--- config.mk ---
export PLATFORM = sky130hd
export DESIGN_NAME = mult_16_flat
export DESIGN_NICKNAME = d
export VERILOG_FILES = /design/src/rtl/mult_pkg.sv /design/src/rtl/mult_16_if.sv /design/src/rtl/mult_16_control_mult.sv /design/src/rtl/mult_16.sv /design/src/flat_wrapper.sv
export SDC_FILE = /design/constraint.sdc
export NUM_CORES = 1
export LEC_CHECK = 0
export ABC_AREA = 1
export BUFFER_PORTS_ARGS = -buffer_cell sky130_fd_sc_hd__buf_2
export CORE_UTILIZATION = 25
export DETAILED_ROUTE_END_ITERATION = 10
export PLACE_DENSITY = 0.47
export SYNTH_ARGS = -nofsm -noshare
export SYNTH_HDL_FRONTEND = slang
export SYNTH_SLANG_ARGS = --single-unit
--- constraint.sdc ---
create_clock -name clk -period 5.69 [get_ports clk]
set_clock_uncertainty 0.1 [all_clocks]
set_input_delay 0.8535 -clock clk [delete_from_list [all_inputs] [get_ports clk]]
set_output_delay 0.8535 -clock clk [all_outputs]
set_load 0.005 [all_outputs]
--- src/rtl/mult_pkg.sv ---
// mult_pkg: shared types and constants for the mult_16 shift-and-add multiplier.
//   state_e       : controller FSM state (IDLE, RUN, DONE), 2-bit encoding
//   DEFAULT_WIDTH : default operand width
//   cnt_width()   : width of the iteration counter for a given operand width
package mult_pkg;

    localparam int unsigned DEFAULT_WIDTH = 16;

    typedef enum logic [1:0] {
        IDLE = 2'd0,
        RUN  = 2'd1,
        DONE = 2'd2
    } state_e;

    // Counter must hold the value WIDTH itself, hence WIDTH+1.
    function automatic int unsigned cnt_width(input int unsigned w);
        return $clog2(w + 1);
    endfunction

endpackage

--- src/rtl/mult_16_if.sv ---
// mult_16_if: start/done handshake and operand/result bus for mult_16.
//   init_in : start request (sampled only while the multiplier is idle)
//   A, B    : multiplicand / multiplier, WIDTH bits each
//   result  : 2*WIDTH-bit product, holds the last completed product
//   done    : one-cycle completion pulse
//   busy    : high while an operation is in progress
// Modports: master (requester side), slave (multiplier side).
interface mult_16_if
    import mult_pkg::*;
#(
    parameter int unsigned WIDTH = DEFAULT_WIDTH
) ();

    logic                   init_in;
    logic [WIDTH-1:0]       A;
    logic [WIDTH-1:0]       B;
    logic [2*WIDTH-1:0]     result;
    logic                   done;
    logic                   busy;

    modport master (
        output init_in,
        output A,
        output B,
        input  result,
        input  done,
        input  busy
    );

    modport slave (
        input  init_in,
        input  A,
        input  B,
        output result,
        output done,
        output busy
    );

endinterface

--- src/rtl/mult_16_control_mult.sv ---
// control_mult: sequencing FSM for the mult_16 shift-and-add multiplier.
//   clk, rst   : clock, synchronous active-high reset
//   init_in    : start request, honoured only in IDLE
//   mplr_lsb   : current multiplier LSB from the datapath
//   early_stop : datapath reports the remaining multiplier bits are all zero
//   load       : capture operands and clear the accumulator
//   shift      : perform one iteration (shift mcand/mplr)
//   add_en     : add mcand into acc in this iteration
//   finish     : last iteration; datapath latches the product
//   done, busy : handshake status outputs
module control_mult
    import mult_pkg::*;
#(
    parameter int unsigned WIDTH = DEFAULT_WIDTH
) (
    input  logic clk,
    input  logic rst,
    input  logic init_in,
    input  logic mplr_lsb,
    input  logic early_stop,
    output logic load,
    output logic shift,
    output logic add_en,
    output logic finish,
    output logic done,
    output logic busy
);

    localparam int unsigned CW = cnt_width(WIDTH);

    state_e          state_q, state_d;
    logic [CW-1:0]   cnt_q, cnt_d;

    always_ff @(posedge clk) begin
        if (rst) begin
            state_q <= IDLE;
            cnt_q   <= '0;
        end else begin
            state_q <= state_d;
            cnt_q   <= cnt_d;
        end
    end

    always_comb begin
        state_d = state_q;
        cnt_d   = cnt_q;
        load    = 1'b0;
        shift   = 1'b0;
        add_en  = 1'b0;
        finish  = 1'b0;
        done    = 1'b0;
        busy    = 1'b0;

        unique case (state_q)
            IDLE: begin
                if (init_in) begin
                    load    = 1'b1;
                    cnt_d   = CW'(WIDTH);
                    state_d = RUN;
                end
            end
            RUN: begin
                busy   = 1'b1;
                shift  = 1'b1;
                add_en = mplr_lsb;
                cnt_d  = cnt_q - CW'(1);
                // early_stop is tied low unless early exit is compiled in.
                if (cnt_q == CW'(1) || early_stop) begin
                    finish  = 1'b1;
                    state_d = DONE;
                end
            end
            DONE: begin
                done    = 1'b1;
                state_d = IDLE;
            end
            default: begin
                state_d = IDLE;
            end
        endcase
    end

endmodule

--- src/rtl/mult_16.sv ---
// mult_16: sequential shift-and-add unsigned multiplier, result = A * B.
// One multiplier bit is consumed per clock; fixed latency WIDTH+1 cycles
// from the accepted start to the done pulse.
//   clk : system clock (rising edge)
//   rst : synchronous active-high reset, aborts any operation in progress
//   bus : mult_16_if slave modport (init_in, A, B, result, done, busy)
// Optional feature: define MULT_EARLY_EXIT_EN to finish as soon as the
// remaining multiplier bits are all zero (latency = msb index of B + 2).
module mult_16
    import mult_pkg::*;
#(
    parameter int unsigned WIDTH = DEFAULT_WIDTH
) (
    input  logic           clk,
    input  logic           rst,
    mult_16_if.slave       bus
);

    logic [2*WIDTH-1:0] acc_q,    acc_d;
    logic [2*WIDTH-1:0] mcand_q,  mcand_d;
    logic [WIDTH-1:0]   mplr_q,   mplr_d;
    logic [2*WIDTH-1:0] result_q, result_d;
    logic [2*WIDTH-1:0] acc_sum;

    logic load, shift, add_en, finish, early_stop;
    logic done, busy;

`ifdef MULT_EARLY_EXIT_EN
    assign early_stop = ((mplr_q >> 1) == '0);
`else
    assign early_stop = 1'b0;
`endif

    control_mult #(
        .WIDTH (WIDTH)
    ) u_ctrl (
        .clk        (clk),
        .rst        (rst),
        .init_in    (bus.init_in),
        .mplr_lsb   (mplr_q[0]),
        .early_stop (early_stop),
        .load       (load),
        .shift      (shift),
        .add_en     (add_en),
        .finish     (finish),
        .done       (done),
        .busy       (busy)
    );

    // Partial product sum; cannot overflow since A*B < 2^(2*WIDTH).
    assign acc_sum = acc_q + (add_en ? mcand_q : '0);

    always_comb begin
        acc_d    = acc_q;
        mcand_d  = mcand_q;
        mplr_d   = mplr_q;
        result_d = result_q;

        if (load) begin
            acc_d   = '0;
            mcand_d = {{WIDTH{1'b0}}, bus.A};
            mplr_d  = bus.B;
        end else if (shift) begin
            acc_d   = acc_sum;
            mcand_d = mcand_q << 1;
            mplr_d  = mplr_q >> 1;
            // Product includes this cycle's add, so latch the sum directly.
            if (finish) begin
                result_d = acc_sum;
            end
        end
    end

    always_ff @(posedge clk) begin
        if (rst) begin
            acc_q    <= '0;
            mcand_q  <= '0;
            mplr_q   <= '0;
            result_q <= '0;
        end else begin
            acc_q    <= acc_d;
            mcand_q  <= mcand_d;
            mplr_q   <= mplr_d;
            result_q <= result_d;
        end
    end

    assign bus.result = result_q;
    assign bus.done   = done;
    assign bus.busy   = busy;

endmodule

--- src/flat_wrapper.sv ---
// flat-port wrapper written by rule: the top's interface ports become plain ports
module mult_16_flat import mult_pkg::*;
#(
    parameter int unsigned WIDTH = DEFAULT_WIDTH
)
  (clk, rst, bus_init_in, bus_A, bus_B, bus_result, bus_done, bus_busy);
  mult_16_if #(.WIDTH(WIDTH)) bus_i ();
  input  logic clk;
  input  logic rst;
  input wire logic [$bits(bus_i.init_in)-1:0] bus_init_in;
  input wire logic [$bits(bus_i.A)-1:0] bus_A;
  input wire logic [$bits(bus_i.B)-1:0] bus_B;
  output wire logic [$bits(bus_i.result)-1:0] bus_result;
  output wire logic [$bits(bus_i.done)-1:0] bus_done;
  output wire logic [$bits(bus_i.busy)-1:0] bus_busy;
  assign bus_i.init_in = bus_init_in;
  assign bus_i.A = bus_A;
  assign bus_i.B = bus_B;
  assign bus_result = bus_i.result;
  assign bus_done = bus_i.done;
  assign bus_busy = bus_i.busy;
  mult_16 #(.WIDTH(WIDTH)) u_core (.clk(clk), .rst(rst), .bus(bus_i));
endmodule
==> results of run 1 <==
-- critical path: cells and delay by family (launching register included) --
kind	cells	cell delay, ns
adder cells (fa/ha/maj)	2	0.66
AND/OR/NAND/NOR	13	1.66
buffers and inverters	5	0.77
flip-flops	1	0.39
-- layout by cell type (no fill, tap or decap), drive strengths merged, types with 2 or more instances in the layout --
cell / Yosys / final
nand3: 67 / 67
nor2: 140 / 140
o21bai: 11 / 11
a211oi: 2 / 2
dfxtp: 119 / 119
clkinv: 0 / 3
o211ai: 3 / 3
nand2: 397 / 397
nand4: 3 / 3
o21ai: 51 / 51
a21oi: 50 / 50
ha: 33 / 33
clkbuf: 17 / 18
o21a: 3 / 3
xnor2: 5 / 5
buf: 22 / 71
a31oi: 10 / 10
inv: 212 / 219
a21o: 6 / 6
clkinvlp: 0 / 3
a221oi: 6 / 6
nor3: 8 / 8
xor2: 10 / 10
-- per-stage QoR --
step	total power, W	utilization (%)	instance area (um2)
floorplan	0.00110	-	7290
global placement	0.00118	27.6	7920
detailed placement	0.00118	27.6	7920
CTS	0.00225	29.6	8490
global route	0.00233	29.6	8490
finish	0.00223	29.6	8490
-- kinds of logic (layout without fill, tap and decap cells) --
group           after synthesis  in the layout
flops                       119            119
simple gates                617            617
buf+inv                     251            315
xor+xnor                     15             15
compound gates              144            144
fa+ha+maj                    34             34
-- metal layers --
metal / vias up / track usage (%)
li1: 3730 / -
met1: 3035 / 21.0
met2: 118 / 24.0
met3: 30 / 2.86
met4: 0 / 5.83
met5: - / 0
-- registers in the layout, summed over array words and instances (netlist names) --
| register | cells |
|---|---|
| u_core.mplr_q | 16 |
| u_core.acc_q | 32 |
| u_core.u_ctrl.state_q | 2 |
| u_core.mcand_q | 32 |
| u_core.bus.result | 32 |
| u_core.u_ctrl.cnt_q | 5 |
-- power groups by stage --
stage / registers, W / logic (W) / clock network (W)
after CTS: 0.000903 / 0.000259 / 0.00109
after detailed placement: 0.000921 / 0.000258 / 0
final: 0.000903 / 0.000254 / 0.00107
after global routing: 0.000908 / 0.000292 / 0.00113
after floorplan: 0.000916 / 0.000189 / 0
after global placement: 0.000921 / 0.000258 / 0
-- path summary, 6_finish.rpt --
check / to / slack, ns / cells past startpoint
setup / recovery: u_core.acc_q[30]$_SDFFE_PP0N_ / 1.99 / 20
hold / removal: u_core.mplr_q[9]$_SDFFE_PP0P_ / 0.36 / 2
setup reg to reg: u_core.acc_q[30]$_SDFFE_PP0N_ / 1.99 / 20
hold reg to reg: u_core.mplr_q[9]$_SDFFE_PP0P_ / 0.36 / 2
-- area by class of cell --
type                            count  area [um2]  share of cell area (%)
Clock buffer                       18         439                    5.17
Clock inverter                     14         136                    1.61
Inverter                          212         796                    9.37
Multi-Input combinational cell    810        3900                    45.9
Sequential cell                   119        2380                    28.0
Tap cell                          384         480                    5.66
Timing Repair Buffer               71         363                    4.27
==> impl_metrics.tcl, run 1 <==
set metrics [dict create \
    dr_wl_met3_um 817 \
    ys_top_cells_by_area "dfxtp_1 33%, nand2_1 20%, inv_1 11%, nor2_1 6.9%, ha_1 5.7%" \
    route.met2.wl_um 9360 \
    wl_per_cell_um 13.5 \
    grt_max_degree 62 \
    crit_path_frequent_cell "nand2_1" \
    avgSynthCellArea_um2 6.18 \
    yosys.area.top_type_share_pct 32.7 \
    slowest_delay_ns 0.40 \
    cp-start-kind "flip-flop" \
    wl_met1_um 11200 \
    fin_tns_setup_ns 0 \
    switching_share_pct 28.8 \
    synthAdderAreaFrac_pct 5.94 \
    viasPerCell 4.25 \
    synth.most_common_cell "nand2_1" \
    postCtsResizedCells 0 \
    cts_buffer_depth 2 \
    cp_max_fo 38 \
    start_util_pct 25.4 \
    cp_slowest_cell "fa_1" \
    die-height_um 173 \
    finalHoldViolCount 0 \
    row_count 62 \
    yosysWarningCount 0 \
    ys.flop_type "dfxtp_1" \
    cts_hold_buf 0 \
    core_area_um2 28700 \
    outcome "complete, no violations" \
    worst-setup-path-type "flip-flop to flip-flop" \
    ios 69 \
    ys_types 36 \
    synth_simple_gate_area_share_pct 34.4 \
    gp_congestion 0.877 \
    combPwrFrac_pct 11.4 \
    num-nets-final 1300 \
    root_buffer "clkbuf_16" \
    die_w_um 173 \
    drt_iter0_markers 435 \
    p_leak_nw 4.46 \
    synthArstFlopShare_pct 0 \
    antenna_found_initial 0 \
    synth-xor-area-share_pct 1.80 \
    pwr-share-clk_pct 48.0 \
    synth_nets 1249 \
    muxShareOfSynthArea_pct 0 \
    synth.cell_area_um2 7290 \
    critPathLaunch "u_core.u_ctrl.state_q[0]$_SDFFE_PP0P_" \
    syn_inst 1180 \
    place_ws_ns 1.99 \
    grt_pass1_vias 6749 \
    cts_setup_buffers 0 \
    p_switching_w 0.000642 \
    cts_sinks 119 \
    clk_latency_ns 0.43 \
    min_period_over_period_pct 65.0 \
    power.density_nw_per_um2 262 \
    fp.dieArea_um2 29900 \
    cts_tree "built" \
    clk_pin_slew_ns 0.06 \
    arrival_ns 3.92 \
    n_antenna_cell 0 \
    htree_levels 4 \
    layout-drive-gt1-share_pct 10.7 \
    worstHoldStart "u_core.mplr_q[10]$_SDFFE_PP0P_" \
    setup_viol 0 \
    fmax_mhz 270 \
    path_cells "nand2_1, buf_4, nor2_1, inv_1, nor2_1, ha_1, inv_1, fa_1, inv_1, nand3_1, nand2_2, nand2_1, nand2_1, nand2_1, nand2_2, nand2_1, nand3_1, nand3_1, nand2_1, inv_1" \
    ys_ff_latch 119 \
    hold_slack_ns 0.364 \
    slew_violations 0 \
    hp-class "flip-flop to flip-flop" \
    route.antenna.remaining_nets 0 \
    drc 0 \
    grt_pass1_wl_um 36200 \
    fin_crit_ns 3.70 \
    synth_top_family_by_area "simple AND/OR/NAND/NOR gates" \
    dr.pass1.iters 5 \
    place_inst 1596 \
    areaGrowthSynthToFinish_pct 16.5 \
    portBuffers 68 \
    p_int_w 0.00158 \
    overflow 0 \
    grtUsageTotal_pct 15.4 \
    synth_compound_area_share_pct 11.3 \
    worstReg2RegStart "u_core.u_ctrl.state_q[0]$_SDFFE_PP0P_" \
    wl_um 22000 \
    cts-buffers-inserted 17 \
    maxUsedRoutingLayer "met4" \
    n_fill_cell 3259 \
    synth.top_cells.by_count "385 x nand2_1, 204 x inv_1, 134 x nor2_1" \
    synth_edf_count 0 \
    synth-seq-area-share_pct 32.7 \
    rsz0062_at_grt "false" \
    cp.required_ns 5.91 \
    final_cells 1628 \
    power_frac_seq_pct 40.6 \
    max_slew_margin_pct 28.4 \
    dpl.hpwl_um 16100 \
    ir_drop_mv 0.212 \
    setup_ws_ns 1.99 \
    yosys.area.top_type "dfxtp_1" \
    vias 6913 \
    tightestPinTransition_ns 1.07 \
    endpoint_kind "flip-flop" \
    drv_cap 0 \
]
Note: power is estimated with default switching activity, not from simulation.
==> run 2, diff against run 1 <==
Settings changed: PLACE_DENSITY 0.47 to 0.49.
Clock period 5.69 ns to 3.4 ns, I/O delays scaled along.
==> run 2 against run 1 <==
Net effect:
- die area unchanged
- flip-flop and latch count unchanged
- clock power increased by 76%
- sequential power increased by 67%
- final cell count increased by 0.49%
==> impl_metrics.tcl, run 2 (same netlist as run 1, synthesis figures left out) <==
set metrics [dict create \
    fin_crit_ns 2.92 \
    cp-start-kind "flip-flop" \
    grtUsageTotal_pct 15.4 \
    cts_tree "built" \
    clk_latency_ns 0.44 \
    setup_ws_ns 0.478 \
    worstHoldStart "bus_A[5]" \
    cp_slowest_cell "dfxtp_1" \
    wl_um 22100 \
    ios 69 \
    root_buffer "clkbuf_16" \
    cts_hold_buf 0 \
    cts_sinks 119 \
    power.density_nw_per_um2 446 \
    cts_buffer_depth 2 \
    start_util_pct 25.4 \
    cp.required_ns 3.63 \
    n_antenna_cell 0 \
    gp_congestion 0.912 \
    path_cells "nand2_1, inv_2, nand2_1, nor2_1, ha_1, nand2_1, inv_1, nand2_1, nor3_1, nand3_1, nand4_1, nand3_1, nand2_1, inv_1" \
    fin_tns_setup_ns 0 \
    slowest_delay_ns 0.39 \
    htree_levels 4 \
    slew_violations 0 \
    critPathLaunch "u_core.u_ctrl.state_q[0]$_SDFFE_PP0P_" \
    grt_pass1_vias 6753 \
    outcome "complete, no violations" \
    crit_path_frequent_cell "nand2_1" \
    vias 7031 \
    arrival_ns 3.15 \
    place_ws_ns 0.505 \
    max_slew_margin_pct 40.2 \
    hold_slack_ns 0.218 \
    postCtsResizedCells 0 \
    hp-class "input pin to flip-flop" \
    drt_iter0_markers 426 \
    route.antenna.remaining_nets 0 \
    dpl.hpwl_um 16700 \
    min_period_over_period_pct 86.0 \
    cp_max_fo 25 \
    layout_commonest_cell "nand2_1" \
    setup_viol 0 \
    fmax_mhz 342 \
    grt_pass1_wl_um 36300 \
    fp.dieArea_um2 29900 \
    core_area_um2 28700 \
    worstReg2RegStart "u_core.u_ctrl.state_q[0]$_SDFFE_PP0P_" \
    num-nets-final 1308 \
    p_leak_nw 4.52 \
    endpoint_kind "flip-flop" \
    worst-setup-path-type "flip-flop to flip-flop" \
    viasPerCell 4.30 \
    dr.pass1.iters 5 \
    tightestPinTransition_ns 0.896 \
    cts-buffers-inserted 17 \
    portBuffers 68 \
    rsz0062_at_grt "false" \
    drv_cap 0 \
    antenna_found_initial 0 \
    overflow 0 \
    grt_max_degree 50 \
    final_cell_mix "385 x nand2_1, 204 x inv_1, 134 x nor2_1" \
    areaGrowthSynthToFinish_pct 17.7 \
    die-height_um 173 \
    cts_setup_buffers 0 \
    finalHoldViolCount 0 \
    drc 0 \
    clk_pin_slew_ns 0.07 \
    ir_drop_mv 0.350 \
    die_w_um 173 \
    wl_per_cell_um 13.5 \
    row_count 62 \
    layout-drive-gt1-share_pct 11.3 \
]
[run 2: cell types whose count changed in the layout (fill, tap and decap cells not counted), sizes merged]
cell	previous run	this run
buf	71	79
inv	219	222
clkinvlp	3	1
clkbuf	18	17
[run 2: final timing paths]
kind | endpoint | slack (ns) | cells past startpoint
setup / recovery | u_core.acc_q[24]$_SDFFE_PP0N_ | 0.48 | 14
setup reg to reg | u_core.acc_q[24]$_SDFFE_PP0N_ | 0.48 | 14
hold reg to reg | u_core.u_ctrl.cnt_q[4]$_SDFFE_PP0P_ | 0.36 | 1
hold / removal | u_core.mcand_q[5]$_SDFFE_PP0P_ | 0.22 | 3
[run 2: worst max-delay path: cells and delay by family (launching register included)]
family                   cells  cell delay, ns
AND/OR/NAND/NOR             10            1.59
buffers and inverters        3            0.48
flip-flops                   1            0.39
adder cells (fa/ha/maj)      1            0.26
[run 2: per-layer routing]
layer | vias to the layer above | share of wire, % | global-route usage (%)
met5 | - | 0 | 0
met4 | 0 | 1.0 | 3.95
met3 | 14 | 4.1 | 3.10
met2 | 123 | 42 | 23.1
met1 | 3149 | 53 | 22.3
li1 | 3745 | - | -
[run 2: layout make-up]
cell class | count | area [um2]
Multi-Input combinational cell | 810 | 3900
Clock buffer | 17 | 425
Timing Repair Buffer | 79 | 423
Sequential cell | 119 | 2380
Tap cell | 384 | 480
Clock inverter | 15 | 179
Fill cell | 3246 | 20100
Inverter | 212 | 796
[run 2: where the power goes]
part | total, W | internal, W | switching, W
Combinational | 0.000434 | 0.000146 | 0.000287
Clock | 0.00188 | 0.00105 | 0.000823
Sequential | 0.00151 | 0.00147 | 0.0000446
Total | 0.00382 | 0.00267 | 0.00115
[run 2: stage by stage]
step                utilization [%]  total power [W]  area [um2]  std cells
CTS                            29.9          0.00387        8580       1636
floorplan                         -          0.00185        7290       1180
global placement               27.8          0.00198        7980       1604
detailed placement             27.8          0.00198        7980       1604
global route                   29.9          0.00401        8580       1636
finish                         29.9          0.00382        8580       1636
==> run 3, diff against run 2 <==
Settings changed: CORE_UTILIZATION 25 to 50, PLACE_DENSITY 0.49 to 0.79.
==> run 3 against run 2 <==
Net effect:
- sequential share of layout area is 0.94 points higher
- fmax is 3.5% higher
- cell area is 3.3% lower
- worst hold slack better by 0.011 ns
- critical path type unchanged
- utilization is 29 points higher
- critical path depth is 1 higher
- flip-flop and latch count stayed put
- die area is 50% lower
==> impl_metrics.tcl, run 3 (same netlist as run 1, synthesis figures left out) <==
set metrics [dict create \
    root_buffer "clkbuf_16" \
    outcome "complete, no violations" \
    fin_area_um2 8300 \
    cts_setup_buffers 0 \
    switching_share_pct 26.4 \
    hp-class "input pin to flip-flop" \
    fp.dieArea_um2 15100 \
    place_ws_ns 0.660 \
    grt_pass1_wl_um 31400 \
    cts-buffers-inserted 17 \
    cts_sinks 119 \
    max_slew_margin_pct 46.4 \
    wl_um 19400 \
    portBuffers 68 \
    gp_congestion 0.908 \
    layout-drive-gt1-share_pct 11.0 \
    postCtsResizedCells 0 \
    dpl.hpwl_um 14300 \
    power_frac_seq_pct 40.8 \
    endpoint_kind "flip-flop" \
    drc 0 \
    dr.pass1.iters 7 \
    combPwrFrac_pct 11.7 \
    row_count 43 \
    core_area_um2 14000 \
    drt_iter0_markers 758 \
    num-nets-final 1309 \
    cts_hold_buf 0 \
    arrival_ns 3.05 \
    path_cells "nand2_1, inv_2, nand2_1, nor2_1, ha_1, nand2_1, inv_1, a21oi_1, nand2_1, a21oi_1, nand2_1, nand2_1, nand3_1, nand2_1, inv_1" \
    grt_pass1_vias 6427 \
    p_switching_w 0.000980 \
    worst-setup-path-type "flip-flop to flip-flop" \
    grt_max_degree 46 \
    ir_drop_mv 0.332 \
    start_util_pct 51.9 \
    vias 7228 \
    slowest_delay_ns 0.40 \
    antenna_found_initial 0 \
    setup_ws_ns 0.576 \
    htree_levels 4 \
    viasPerCell 5.05 \
    die-height_um 123 \
    finalHoldViolCount 0 \
    placed_cell_area_um2 7730 \
    wl_per_cell_um 13.5 \
    path_delay_family "simple AND/OR/NAND/NOR gates" \
    cp_slowest_cell "dfxtp_1" \
    pwr-share-clk_pct 47.6 \
    cts_tree "built" \
    slew_violations 0 \
    clk_latency_ns 0.43 \
    ios 69 \
    cp-start-kind "flip-flop" \
    min_period_over_period_pct 83.1 \
    fin_crit_ns 2.82 \
    rsz0062_at_grt "false" \
    cts_buffer_depth 2 \
    grtUsageTotal_pct 27.2 \
    drv_cap 0 \
    die_w_um 123 \
    worst-path-buf-inv 3 \
    final_cell_mix "385 x nand2_1, 204 x inv_1, 134 x nor2_1" \
    fin_tns_setup_ns 0 \
    tightestPinTransition_ns 0.803 \
    route.antenna.remaining_nets 0 \
    cp_max_fo 20 \
    cp.required_ns 3.63 \
    overflow 0 \
    p_leak_nw 4.50 \
    setup_viol 0 \
    n_antenna_cell 0 \
    clk_pin_slew_ns 0.06 \
    fmax_mhz 354 \
    areaGrowthSynthToFinish_pct 13.8 \
    power.density_nw_per_um2 448 \
    final_util_pct 59.1 \
    layout_commonest_cell "nand2_1" \
    crit_path_frequent_cell "nand2_1" \
    p_int_w 0.00274 \
]
-- run 3: cell types whose count changed in the layout (fill, tap and decap cells not counted), sizes merged --
cell / delta
clkinvlp: +3
inv: -10
clkinv: -1
clkbuf: +4
buf: +1
bufinv: +1
-- run 3: area by class of cell --
type | instances | area, um2
timing repair buffer | 80 | 430
sequential | 119 | 2380
multi-input combinational | 810 | 3900
clock buffer | 21 | 470
tap | 180 | 225
clock inverter | 8 | 100
fill | 1379 | 5740
inverter | 212 | 796
-- run 3: metal layers --
| layer | share of wire, % | wire (um) | up-vias | track usage [%] |
|---|---|---|---|---|
| li1 | - | - | 3743 | - |
| met5 | 0 | 0 | - | 0 |
| met2 | 43 | 8240 | 246 | 41.5 |
| met1 | 49 | 9470 | 3216 | 38.7 |
| met4 | 1.6 | 308 | 0 | 8.99 |
| met3 | 6.9 | 1340 | 23 | 4.41 |
-- run 3: worst paths after layout --
path	end	cells after the start	start	slack [ns]
max	u_core.bus.result[28]$_SDFFE_PP0P_	15	u_core.u_ctrl.state_q[0]$_SDFFE_PP0P_	0.58
min	u_core.mcand_q[0]$_SDFFE_PP0P_	3	bus_A[0]	0.23
max reg2reg	u_core.bus.result[28]$_SDFFE_PP0P_	15	u_core.u_ctrl.state_q[0]$_SDFFE_PP0P_	0.58
min reg2reg	u_core.mplr_q[15]$_SDFFE_PP0P_	2	u_core.mplr_q[15]$_SDFFE_PP0P_	0.36
-- run 3: stage by stage --
| stage | power (W) | hold slack, ns | instances |
|---|---|---|---|
| detailed placement | 0.00197 | 0.355 | 1401 |
| floorplan | 0.00185 | 0.333 | 1180 |
| CTS | 0.00372 | 0.226 | 1430 |
| global route | 0.00385 | 0.247 | 1430 |
| finish | 0.00372 | 0.229 | 1430 |
| global placement | 0.00196 | 0.349 | 1401 |
-- run 3: power by group through the flow --
stage	Sequential, W	Combinational, W	Clock, W
detailed placement	0.00154	0.000429	0
floorplan	0.00153	0.000317	0
global route	0.00152	0.000489	0.00184
global placement	0.00154	0.000423	0
finish	0.00152	0.000434	0.00177
CTS	0.00151	0.000433	0.00177
-- run 3: worst reg2reg max path: cells and delay by family, from the launching register on --
| kind | cells | cell delay [ns] |
|---|---|---|
| flip-flops | 1 | 0.40 |
| AND/OR/NAND/NOR | 9 | 1.04 |
| AO/OA/AOI/OAI | 2 | 0.46 |
| buffers and inverters | 3 | 0.38 |
| adder cells (fa/ha/maj) | 1 | 0.33 |
